File: src/rtl/pipe_stage_reg.sv
// Parametrised inter-stage pipeline register (inst + PC) with valid/ready, flush, sticky halt, stall counter.
// Define PIPE_STAGE_SKID_EN for a one-entry skid buffer and a registered in_ready.
module pipe_stage_reg #(
    parameter int unsigned       INST_W   = 32,
    parameter int unsigned       PC_W     = 32,
    parameter logic [INST_W-1:0] NOP_INST = INST_W'(32'h6800_0000),
    parameter int unsigned       CNT_W    = 16
) (
    input  logic              clk,
    input  logic              rst,
    input  logic              in_valid,
    output logic              in_ready,
    input  logic [INST_W-1:0] inst_in,
    input  logic [PC_W-1:0]   pc_in,
    input  logic              halt,
    input  logic              flush,
    output logic              out_valid,
    input  logic              out_ready,
    output logic [INST_W-1:0] inst_out,
    output logic [PC_W-1:0]   pc_out,
    output logic              halted,
    output logic [CNT_W-1:0]  stall_cnt
);

    localparam logic [CNT_W-1:0] CNT_MAX = {CNT_W{1'b1}};

    typedef enum logic [1:0] {
        ST_EMPTY = 2'd0,
        ST_FULL  = 2'd1,
        ST_SKID  = 2'd2
    } state_t;

    typedef enum logic [1:0] {
        LD_HOLD = 2'd0,
        LD_IN   = 2'd1,
        LD_SKID = 2'd2,
        LD_NOP  = 2'd3
    } main_ld_t;

    state_t           state_q;
    state_t           state_d;
    main_ld_t         main_ld;
    logic             skid_ld;
    logic             out_valid_d;
    logic             halted_d;
    logic [CNT_W-1:0] stall_d;
    logic             acc;
    logic             dlv;

    assign acc = in_valid && in_ready;
    assign dlv = out_valid && out_ready;

`ifdef PIPE_STAGE_SKID_EN
    logic              in_ready_q;
    logic [INST_W-1:0] skid_inst;
    logic [PC_W-1:0]   skid_pc;

    // Registered ready; flush still squashes the accept in its own cycle
    assign in_ready = in_ready_q && !flush;
`else
    assign in_ready = !halted && !flush && (!out_valid || out_ready);
`endif

    // State register and control flops
    always_ff @(posedge clk or posedge rst) begin
        if (rst) begin
            state_q   <= ST_EMPTY;
            out_valid <= 1'b0;
            halted    <= 1'b0;
            stall_cnt <= '0;
        end else begin
            state_q   <= state_d;
            out_valid <= out_valid_d;
            halted    <= halted_d;
            stall_cnt <= stall_d;
        end
    end

    // Next state, register load selects, halt and stall bookkeeping
    always_comb begin
        state_d  = state_q;
        main_ld  = LD_HOLD;
        skid_ld  = 1'b0;
        halted_d = halted;
        stall_d  = stall_cnt;

        if (out_valid && !out_ready && (stall_cnt != CNT_MAX)) begin
            stall_d = stall_cnt + CNT_W'(1);
        end
        if (acc && halt) begin
            halted_d = 1'b1;
        end

        if (flush) begin
            state_d = ST_EMPTY;
            main_ld = LD_NOP;
        end else begin
            case (state_q)
                ST_EMPTY: begin
                    if (acc) begin
                        state_d = ST_FULL;
                        main_ld = LD_IN;
                    end
                end
                ST_FULL: begin
                    if (acc && dlv) begin
                        main_ld = LD_IN;
                    end else if (dlv) begin
                        state_d = ST_EMPTY;
                        main_ld = LD_NOP;
`ifdef PIPE_STAGE_SKID_EN
                    end else if (acc) begin
                        state_d = ST_SKID;
                        skid_ld = 1'b1;
`endif
                    end
                end
`ifdef PIPE_STAGE_SKID_EN
                ST_SKID: begin
                    if (dlv) begin
                        state_d = ST_FULL;
                        main_ld = LD_SKID;
                    end
                end
`endif
                default: begin
                    state_d = ST_EMPTY;
                    main_ld = LD_NOP;
                end
            endcase
        end

        out_valid_d = (state_d != ST_EMPTY);
    end

    // Main output register; pc_out deliberately holds when the stage empties
    always_ff @(posedge clk or posedge rst) begin
        if (rst) begin
            inst_out <= NOP_INST;
            pc_out   <= '0;
        end else begin
            case (main_ld)
                LD_IN: begin
                    inst_out <= inst_in;
                    pc_out   <= pc_in;
                end
`ifdef PIPE_STAGE_SKID_EN
                LD_SKID: begin
                    inst_out <= skid_inst;
                    pc_out   <= skid_pc;
                end
`endif
                LD_NOP: begin
                    inst_out <= NOP_INST;
                end
                default: begin
                end
            endcase
        end
    end

`ifdef PIPE_STAGE_SKID_EN
    // Skid entry and registered ready, derived from next-cycle occupancy
    always_ff @(posedge clk or posedge rst) begin
        if (rst) begin
            skid_inst  <= '0;
            skid_pc    <= '0;
            in_ready_q <= 1'b1;
        end else begin
            if (skid_ld) begin
                skid_inst <= inst_in;
                skid_pc   <= pc_in;
            end
            in_ready_q <= !halted_d && (state_d != ST_SKID);
        end
    end
`endif

    // Simulation-only protocol properties
    a_stall_stable: assert property (@(posedge clk) disable iff (rst)
        (out_valid && !out_ready && !flush) |=> ($stable(inst_out) && $stable(pc_out) && out_valid));

    a_halt_sticky: assert property (@(posedge clk) disable iff (rst)
        halted |=> halted);

    a_flush_blocks: assert property (@(posedge clk) disable iff (rst)
        flush |-> !in_ready);

endmodule

File: config.mk
export PLATFORM = sky130hd
export DESIGN_NAME = pipe_stage_reg
export DESIGN_NICKNAME = d
export VERILOG_FILES = /design/src/rtl/pipe_stage_reg.sv
export SDC_FILE = /design/constraint.sdc
export NUM_CORES = 1
export LEC_CHECK = 0
export ABC_AREA = 1
export CORE_MARGIN = 5
export CORE_UTILIZATION = 46
export CTS_CLUSTER_SIZE = 40
export DETAILED_ROUTE_END_ITERATION = 8
export PLACE_DENSITY = 0.95
export SLEW_MARGIN = 40
export SYNTH_ARGS = -nofsm -noshare
export SYNTH_HDL_FRONTEND = slang
export SYNTH_SLANG_ARGS = --single-unit
File: constraint.sdc
create_clock -name clk -period 9.42 [get_ports clk]
set_input_delay 2.826 -clock clk [delete_from_list [all_inputs] [get_ports clk]]
set_output_delay 2.826 -clock clk [all_outputs]
set_load 0.01 [all_outputs]
==> results of run 1 <==
==> layout make-up <==
type / count / area (um2) / area share
multi-input combinational: 318 / 1450 / 0.261
clock buffer: 10 / 138 / 0.0249
inverter: 19 / 77.6 / 0.0140
tap: 102 / 128 / 0.0231
timing repair buffer: 155 / 1550 / 0.280
clock inverter: 6 / 87.6 / 0.0158
sequential: 84 / 2110 / 0.381
==> synthesized netlist by cell type (all sizes together) (2+ instances only) <==
master / count
nand2: 170
nand3: 100
dfrtp: 81
nor2: 20
inv: 19
clkbuf: 18
nand4: 7
xnor2: 7
buf: 5
o21ai: 5
dfstp: 3
o22ai: 3
a21boi: 2
==> final timing paths <==
path,slack (ns),startpoint,endpoint
max,2.22,out_ready,in_ready
max in group asynchronous,5.95,rst,inst_out[0]
min reg2reg,0.48,pc_out[19],pc_out[19]
max reg2reg,6.95,halted,inst_out[27]
min,0.48,pc_out[19],pc_out[19]
min in group asynchronous,3.02,rst,pc_out[29]
==> where the power goes <==
| group | internal (W) | total, W | switching [W] |
|---|---|---|---|
| registers | 0.000419 | 0.000456 | 0.0000369 |
| clock network | 0.000156 | 0.000284 | 0.000128 |
| logic | 0.000149 | 0.000268 | 0.000118 |
| total | 0.000724 | 0.00101 | 0.000283 |
==> worst reg2reg max path: stages (launching register included) <==
cell	delay, ns
dfrtp_1	0.44
nor2_1	0.20
nand3_1	0.20
inv_4	0.50
nand2_2	0.62
o22ai_1	0.38
inv_1	0.07
==> cell families after synthesis <==
logic type                 after synthesis  share of synthesized area
AOI/OAI and AO/OA                       11                     0.0209
buffers and inverters                   42                     0.0458
and+or+nand+nor                        298                      0.346
DFF                                     84                      0.567
xor gates and xnor gates                 7                     0.0165
other                                    1                    0.00101
adders and majority gates                1                    0.00337
==> stage by stage <==
step | total power (W) | util
6_report | 0.00101 | 0.708
5_1_grt | 0.00106 | 0.708
4_1_cts | 0.00102 | 0.708
3_5_place_dp | 0.000733 | 0.679
3_3_place_gp | 0.000719 | 0.676
2_1_floorplan | 0.000556 | -
==> state kept, by name, indices dropped and copies added, names as in the netlist <==
signal,count
pc_out,32
state_q,2
out_valid,1
halted,1
stall_cnt,16
inst_out,32
==> per-layer routing <==
metal,GRT usage,up-vias,share of wire
met1,0.265,1708,0.39
li1,-,1717,-
met5,0,-,0
met3,0.0486,23,0.064
met2,0.386,142,0.51
met4,0.0924,0,0.028
==> results.toml, run 1 <==
[drt]
via_count = 3590
wl_um = 10800
antenna_left = 0
first_pass_iters = 4
wl_per_cell_um = 15.6
drc = 0
routed_via_density = 5.17
drtIter0Drc = 137

[clocking]
htreeDepth = 3
cts_tree = "done"
post_cts_buffers = 0
insertion_delay_ns = 0.34
cts_hold_buf = 0
clock_sinks = 84
cts.clk_slew.worst_paths_ns = 0.09
clk_path_buf_depth = 2
cts_buffers = 9
ctsResizeCount = 0
cts-root-buf = "clkbuf_8"

[status]
status = "finished clean"

[finish]
drive_gt1_frac = 0.0557
mostFrequentLayoutCell = "nand2_1"
antenna_cells = 0
design_area_um2 = 5530
fill_cells = 635
fin_cells = 694
final_cell_mix = "168 x nand2_1, 152 x clkdlybuf4s50_1, 99 x nand3_1"
finalNetCount = 658
area_growth_pct = 48.9

[sta]
fin_setup_tns_ns = 0
finalSetupViolCount = 0
timing.final.crit_share = 0.764
clock_skew_ns = 0.0111
slew_headroom = 0.562
whs_ns = 0.477
rsz0062_at_grt = "no"
hold_viol = 0
fmax_mhz = 139
period_minus_slack_ns = 7.20
drv_slew = 0
worst_slack_ns = 2.22
worst_pin_slew_ns = 0.656

[logic_synthesis]
ys.flop_type = "dfrtp_1"
synth_cells = 444
ys_types = 24
yosys.area.top_type_share = 0.545
ys_ff_latch = 84
yosys_warnings = 0
avgSynthCellArea_um2 = 8.37
syn_nets = 515
synth_edf_count = 0
yosysTopAreaCell = "dfrtp_1"
synth_area_leaders = "dfrtp_1 55%, nand2_1 17%, nand3_1 13%"
syn_area_um2 = 3720
yosysSeqAreaShare = 0.567
synthArstFlopShare = 1.00

[global_route]
grt_overflow_total = 0
grt_usage = 0.222
grt_pass1_wl_um = 17800
grt_pass1_vias = 3629
antenna_found_initial = 0
grt_max_degree = 85

[setup_path]
cp_top_family = "buffers and inverters"
crit_slowest_cell = "clkdlybuf4s50_1"
crit_fanout = 4
reg2reg_depth = 6
worstPathCellList = "clkdlybuf4s50_1, inv_1, nand2_1, inv_1, nor3_1, clkdlybuf4s50_1"
cp.depth = 6
worst-endpoint-required_ns = 6.59
cp-end-kind = "output pin"
cp.arrival_ns = 4.37
slowest_delay_ns = 0.57
cp.buffers_inverters = 4
critPathKind = "primary input to output pin"
critPathLaunchType = "primary input"

[die]
die_height_um = 99.9
die_w_um = 99.9
rows = 32
dieArea_um2 = 9980
initial_core_util = 0.476
fp.coreArea_um2 = 7810
ioPinCount = 153

[place]
dpl_cell_area_um2 = 5300
port_buffers = 152
globalplace.congestion = 0.839
post-place-ws_ns = 2.25
placed_cells = 678
hpwlAfterDp_um = 7630

[flow_run]
drv_cap = 0

[hold_path]
hp-class = "flop to flop"
hold-path-cell-count = 2

[power]
leakage_nw = 2.61
max-vdd-ir-drop_uv = 94.5
power-per-cell-area_nw_per_um2 = 182
Note: power is estimated with default switching activity, not from simulation.
==> inputs of run 2 (changes only) <==
--- a/config.mk
+++ b/config.mk
@@ -7,10 +7,10 @@
 export LEC_CHECK = 0
 export ABC_AREA = 1
 export CORE_MARGIN = 5
-export CORE_UTILIZATION = 46
+export CORE_UTILIZATION = 43
 export CTS_CLUSTER_SIZE = 40
 export DETAILED_ROUTE_END_ITERATION = 8
-export PLACE_DENSITY = 0.95
+export PLACE_DENSITY = 0.9
 export SLEW_MARGIN = 40
 export SYNTH_ARGS = -nofsm -noshare
 export SYNTH_HDL_FRONTEND = slang
==> constraint.sdc (replaced) <==
create_clock -name clk -period 7 [get_ports clk]
set_input_delay 2.1 -clock clk [delete_from_list [all_inputs] [get_ports clk]]
set_output_delay 2.1 -clock clk [all_outputs]
set_load 0.01 [all_outputs]
==> results.toml, run 2 (same netlist as run 1, synthesis figures left out) <==
[status]
status = "finished clean"

[sta]
timing.final.crit_share = 0.820
fmax_mhz = 174
fin_setup_tns_ns = 0
rsz0062_at_grt = "no"
worst_pin_slew_ns = 0.645
finalSetupViolCount = 0
period_minus_slack_ns = 5.74
hold_viol = 0
clock_skew_ns = 0.0121
drv_slew = 0
slew_headroom = 0.570

[setup_path]
cp_top_family = "buffers and inverters"
worst-endpoint-required_ns = 4.90
cp-end-kind = "output pin"
critPathKind = "primary input to output pin"
cp.arrival_ns = 3.64
worstPathCellList = "clkdlybuf4s50_1, inv_1, nand2_1, inv_1, nor3_1, clkdlybuf4s50_1"
r2r-start = "halted"
cp.buffers_inverters = 4
critPathLaunchType = "primary input"
crit_fanout = 4
crit_start = "out_ready"
rrSetupSlack_ns = 4.89
crit_slowest_cell = "clkdlybuf4s50_1"
slowest_delay_ns = 0.57

[finish]
final_cell_mix = "169 x nand2_1, 152 x clkdlybuf4s50_1, 99 x nand3_1"
area_growth_pct = 48.6
antenna_cells = 0
drive_gt1_frac = 0.0541
finalNetCount = 658
mostFrequentLayoutCell = "nand2_1"
top_regs = "inst_out x32, pc_out x32, stall_cnt x16"

[clocking]
cts-root-buf = "clkbuf_8"
htreeDepth = 3
cts_hold_buf = 0
ctsResizeCount = 0
clock_sinks = 84
post_cts_buffers = 0
cts_tree = "done"
clk_path_buf_depth = 2
insertion_delay_ns = 0.35
cts.clk_slew.worst_paths_ns = 0.07
cts_buffers = 9

[place]
hpwlAfterDp_um = 7450
port_buffers = 152
globalplace.congestion = 0.880

[global_route]
antenna_found_initial = 0
grt_pass1_vias = 3619
grt_overflow_total = 0
grt_usage = 0.198
grt_max_degree = 85
grt_pass1_wl_um = 16700

[drt]
via_count = 3606
wl_um = 10500
antenna_left = 0
drc = 0
drtIter0Drc = 82
routed_via_density = 5.15
first_pass_iters = 4
wl_per_cell_um = 15.0

[power]
leakage_nw = 2.61
power_w = 0.00133
power-per-cell-area_nw_per_um2 = 240
max-vdd-ir-drop_uv = 129

[flow_run]
drv_cap = 0

[die]
rows = 34
die_height_um = 103
ioPinCount = 153
die_w_um = 103
fp.coreArea_um2 = 8550
dieArea_um2 = 10600
initial_core_util = 0.435

[hold_path]
hp-start = "pc_out[0]"
hp-class = "flop to flop"
run 2: cell count changes in the layout (fill, tap and decap cells not counted):
cell / before / now
bufinv_16: 2 / 1
clkbuf_8: 11 / 12
clkinv_4: 0 / 2
clkinvlp_4: 3 / 1
nand2_1: 168 / 169
nand2_2: 1 / 0
run 2: final cells by class:
class | count | area (um2)
Clock buffer | 11 | 151
Clock inverter | 5 | 60.1
Fill cell | 706 | 3030
Inverter | 19 | 77.6
Multi-Input combinational cell | 318 | 1440
Sequential cell | 84 | 2110
Tap cell | 108 | 135
Timing Repair Buffer | 155 | 1550
run 2: worst paths after layout:
check / endpoint / depth (start not counted)
min: pc_out[0] / 2
min reg2reg: pc_out[0] / 2
max in group asynchronous: inst_out[31] / 3
max: in_ready / 6
min in group asynchronous: pc_out[2] / 3
max reg2reg: inst_out[27] / 7
run 2: per-stage QoR:
| stage | worst slack [ns] | cell area, um2 | util | hold slack [ns] | std cells |
|---|---|---|---|---|---|
| final | 1.26 | 5520 | 0.646 | 0.475 | 700 |
| after global routing | 1.11 | 5520 | 0.646 | 0.501 | 700 |
| after CTS | 1.29 | 5520 | 0.645 | 0.480 | 700 |
| after detailed placement | 1.30 | 5310 | 0.621 | 0.461 | 684 |
| after global placement | 1.35 | 5300 | 0.620 | 0.454 | 684 |
| after floorplan | 2.32 | 3720 | - | 0.509 | 444 |
run 2: worst register-to-register path, delay by kind of cell (launching register included):
family / cells / cell delay (ns)
flip-flops: 1 / 0.42
AND/OR/NAND/NOR: 3 / 0.58
buffers and inverters: 3 / 0.83
AO/OA/AOI/OAI: 1 / 0.21
run 2: routing by layer:
metal | global-route usage | up-vias | wire, um
li1 | - | 1723 | -
met1 | 0.257 | 1710 | 4220
met2 | 0.321 | 146 | 5190
met3 | 0.0386 | 27 | 751
met4 | 0.0916 | 0 | 310
met5 | 0 | - | 0
run 2: power breakdown:
group | switching [W] | leakage, nW | internal [W]
sequential | 0.0000500 | 1.11 | 0.000564
combinational | 0.000157 | 1.39 | 0.000201
clock | 0.000171 | 0.106 | 0.000185
==> inputs of run 3 (changes only) <==
==> constraint.sdc (replaced) <==
create_clock -name clk -period 5.6 [get_ports clk]
set_input_delay 1.68 -clock clk [delete_from_list [all_inputs] [get_ports clk]]
set_output_delay 1.68 -clock clk [all_outputs]
set_load 0.01 [all_outputs]
==> results.toml, run 3 (same netlist as run 1, synthesis figures left out) <==
[status]
status = "finished clean"

[sta]
period_minus_slack_ns = 4.94
worst_pin_slew_ns = 0.645
timing.final.crit_share = 0.883
whs_ns = 0.478
clock_skew_ns = 0.0139
fmax_mhz = 202
finalSetupViolCount = 0
hold_viol = 0
rsz0062_at_grt = "no"
slew_headroom = 0.568
fin_setup_tns_ns = 0
drv_slew = 0

[finish]
final_cell_mix = "168 x nand2_1, 152 x clkdlybuf4s50_1, 99 x nand3_1"
drive_gt1_frac = 0.0556
top_regs = "inst_out x32, pc_out x32, stall_cnt x16"
design_area_um2 = 5540
finalNetCount = 659
area_growth_pct = 49.0
antenna_cells = 0
fill_cells = 668
mostFrequentLayoutCell = "nand2_1"

[clocking]
clk_path_buf_depth = 2
cts-root-buf = "clkbuf_8"
cts.clk_slew.worst_paths_ns = 0.09
clock_sinks = 84
insertion_delay_ns = 0.35
htreeDepth = 3
cts_buffers = 9
post_cts_buffers = 0
cts_tree = "done"
ctsResizeCount = 0
cts_hold_buf = 0

[setup_path]
r2r-start = "state_q[1]"
reg2reg_depth = 7
cp.arrival_ns = 3.26
worst-endpoint-required_ns = 3.92
rrSetupSlack_ns = 3.34
cp-end-kind = "output pin"
timing.rr.end = "inst_out[29]"
critPathKind = "primary input to output pin"
critPathLaunchType = "primary input"
crit_fanout = 4

[global_route]
grt_pass1_wl_um = 16900
grt_pass1_vias = 3588
antenna_found_initial = 0
grt_max_degree = 63
grt.met2_usage = 0.345
grt-busiest-layer = "met2"
use_met3 = 0.0514
grtUsageMet1 = 0.251
grt_usage = 0.202
grt_overflow_total = 0

[drt]
antenna_left = 0
drc = 0
first_pass_iters = 4
via_count = 3640
drtIter0Drc = 179
routed_via_density = 5.19
wl_um = 10800
wl_per_cell_um = 15.4

[hold_path]
hp-start = "pc_out[16]"
hp-class = "flop to flop"
hold_end = "pc_out[16]"
hold-path-cell-count = 2

[die]
ioPinCount = 153
rows = 34
initial_core_util = 0.435
die_height_um = 103
fp.coreArea_um2 = 8550
dieArea_um2 = 10600
die_w_um = 103

[place]
port_buffers = 152
globalplace.congestion = 0.880
dpl_cell_area_um2 = 5310
hpwlAfterDp_um = 7570

[power]
max-vdd-ir-drop_uv = 139
power_w = 0.00170
leakage_nw = 2.62
power-per-cell-area_nw_per_um2 = 307

[flow_run]
drv_cap = 0
==> run 3: cell types whose count changed in the layout (fill, tap and decap cells not counted), moves of 2 or more <==
cell      before  now
clkinv_2       2    0
clkbuf_8      12   10
buf_4          2    4
inv_2          1    3
==> run 3: cell type report <==
class                      instances  area (um2)  share of cell area
clock inverter                     5        85.1              0.0154
timing repair buffer             156        1550               0.280
sequential                        84        2110               0.380
inverter                          19        73.8              0.0133
multi-input combinational        318        1450               0.261
clock buffer                      11         141              0.0255
tap                              108         135              0.0244
==> run 3: critical path, stage by stage <==
cell and delay, ns:
clkdlybuf4s50_1 0.52, inv_1 0.07, nand2_1 0.14, inv_1 0.13, nor3_1 0.16, clkdlybuf4s50_1 0.57
==> run 3: worst max-delay path by stage <==
stage	to	cells after the start	startpoint	slack, ns
2_1_floorplan	halted	1	rst	1.76
3_3_place_gp	in_ready	6	out_ready	0.79
3_5_place_dp	in_ready	6	out_ready	0.69
4_1_cts	in_ready	6	out_ready	0.69
5_1_grt	in_ready	6	out_ready	0.55
6_report	in_ready	6	out_ready	0.66
==> run 3: stage by stage <==
stage                     worst slack, ns  utilization  std cells
after CTS                           0.690        0.647        701
after floorplan                      1.76            -        444
after global routing                0.549        0.648        701
final                               0.656        0.648        701
after global placement              0.793        0.620        685
after detailed placement            0.693        0.621        685
==> run 3: metal layers <==
layer / vias to the layer above / wire, um
met4: 0 / 206
met3: 19 / 841
met2: 179 / 5420
met1: 1722 / 4320
met5: - / 0
li1: 1720 / -
==> run 3: power by group <==
group          switching, W  internal (W)  total (W)
clock network      0.000215      0.000265   0.000480
logic              0.000199      0.000252   0.000450
registers         0.0000660      0.000705   0.000771
total              0.000479       0.00122    0.00170
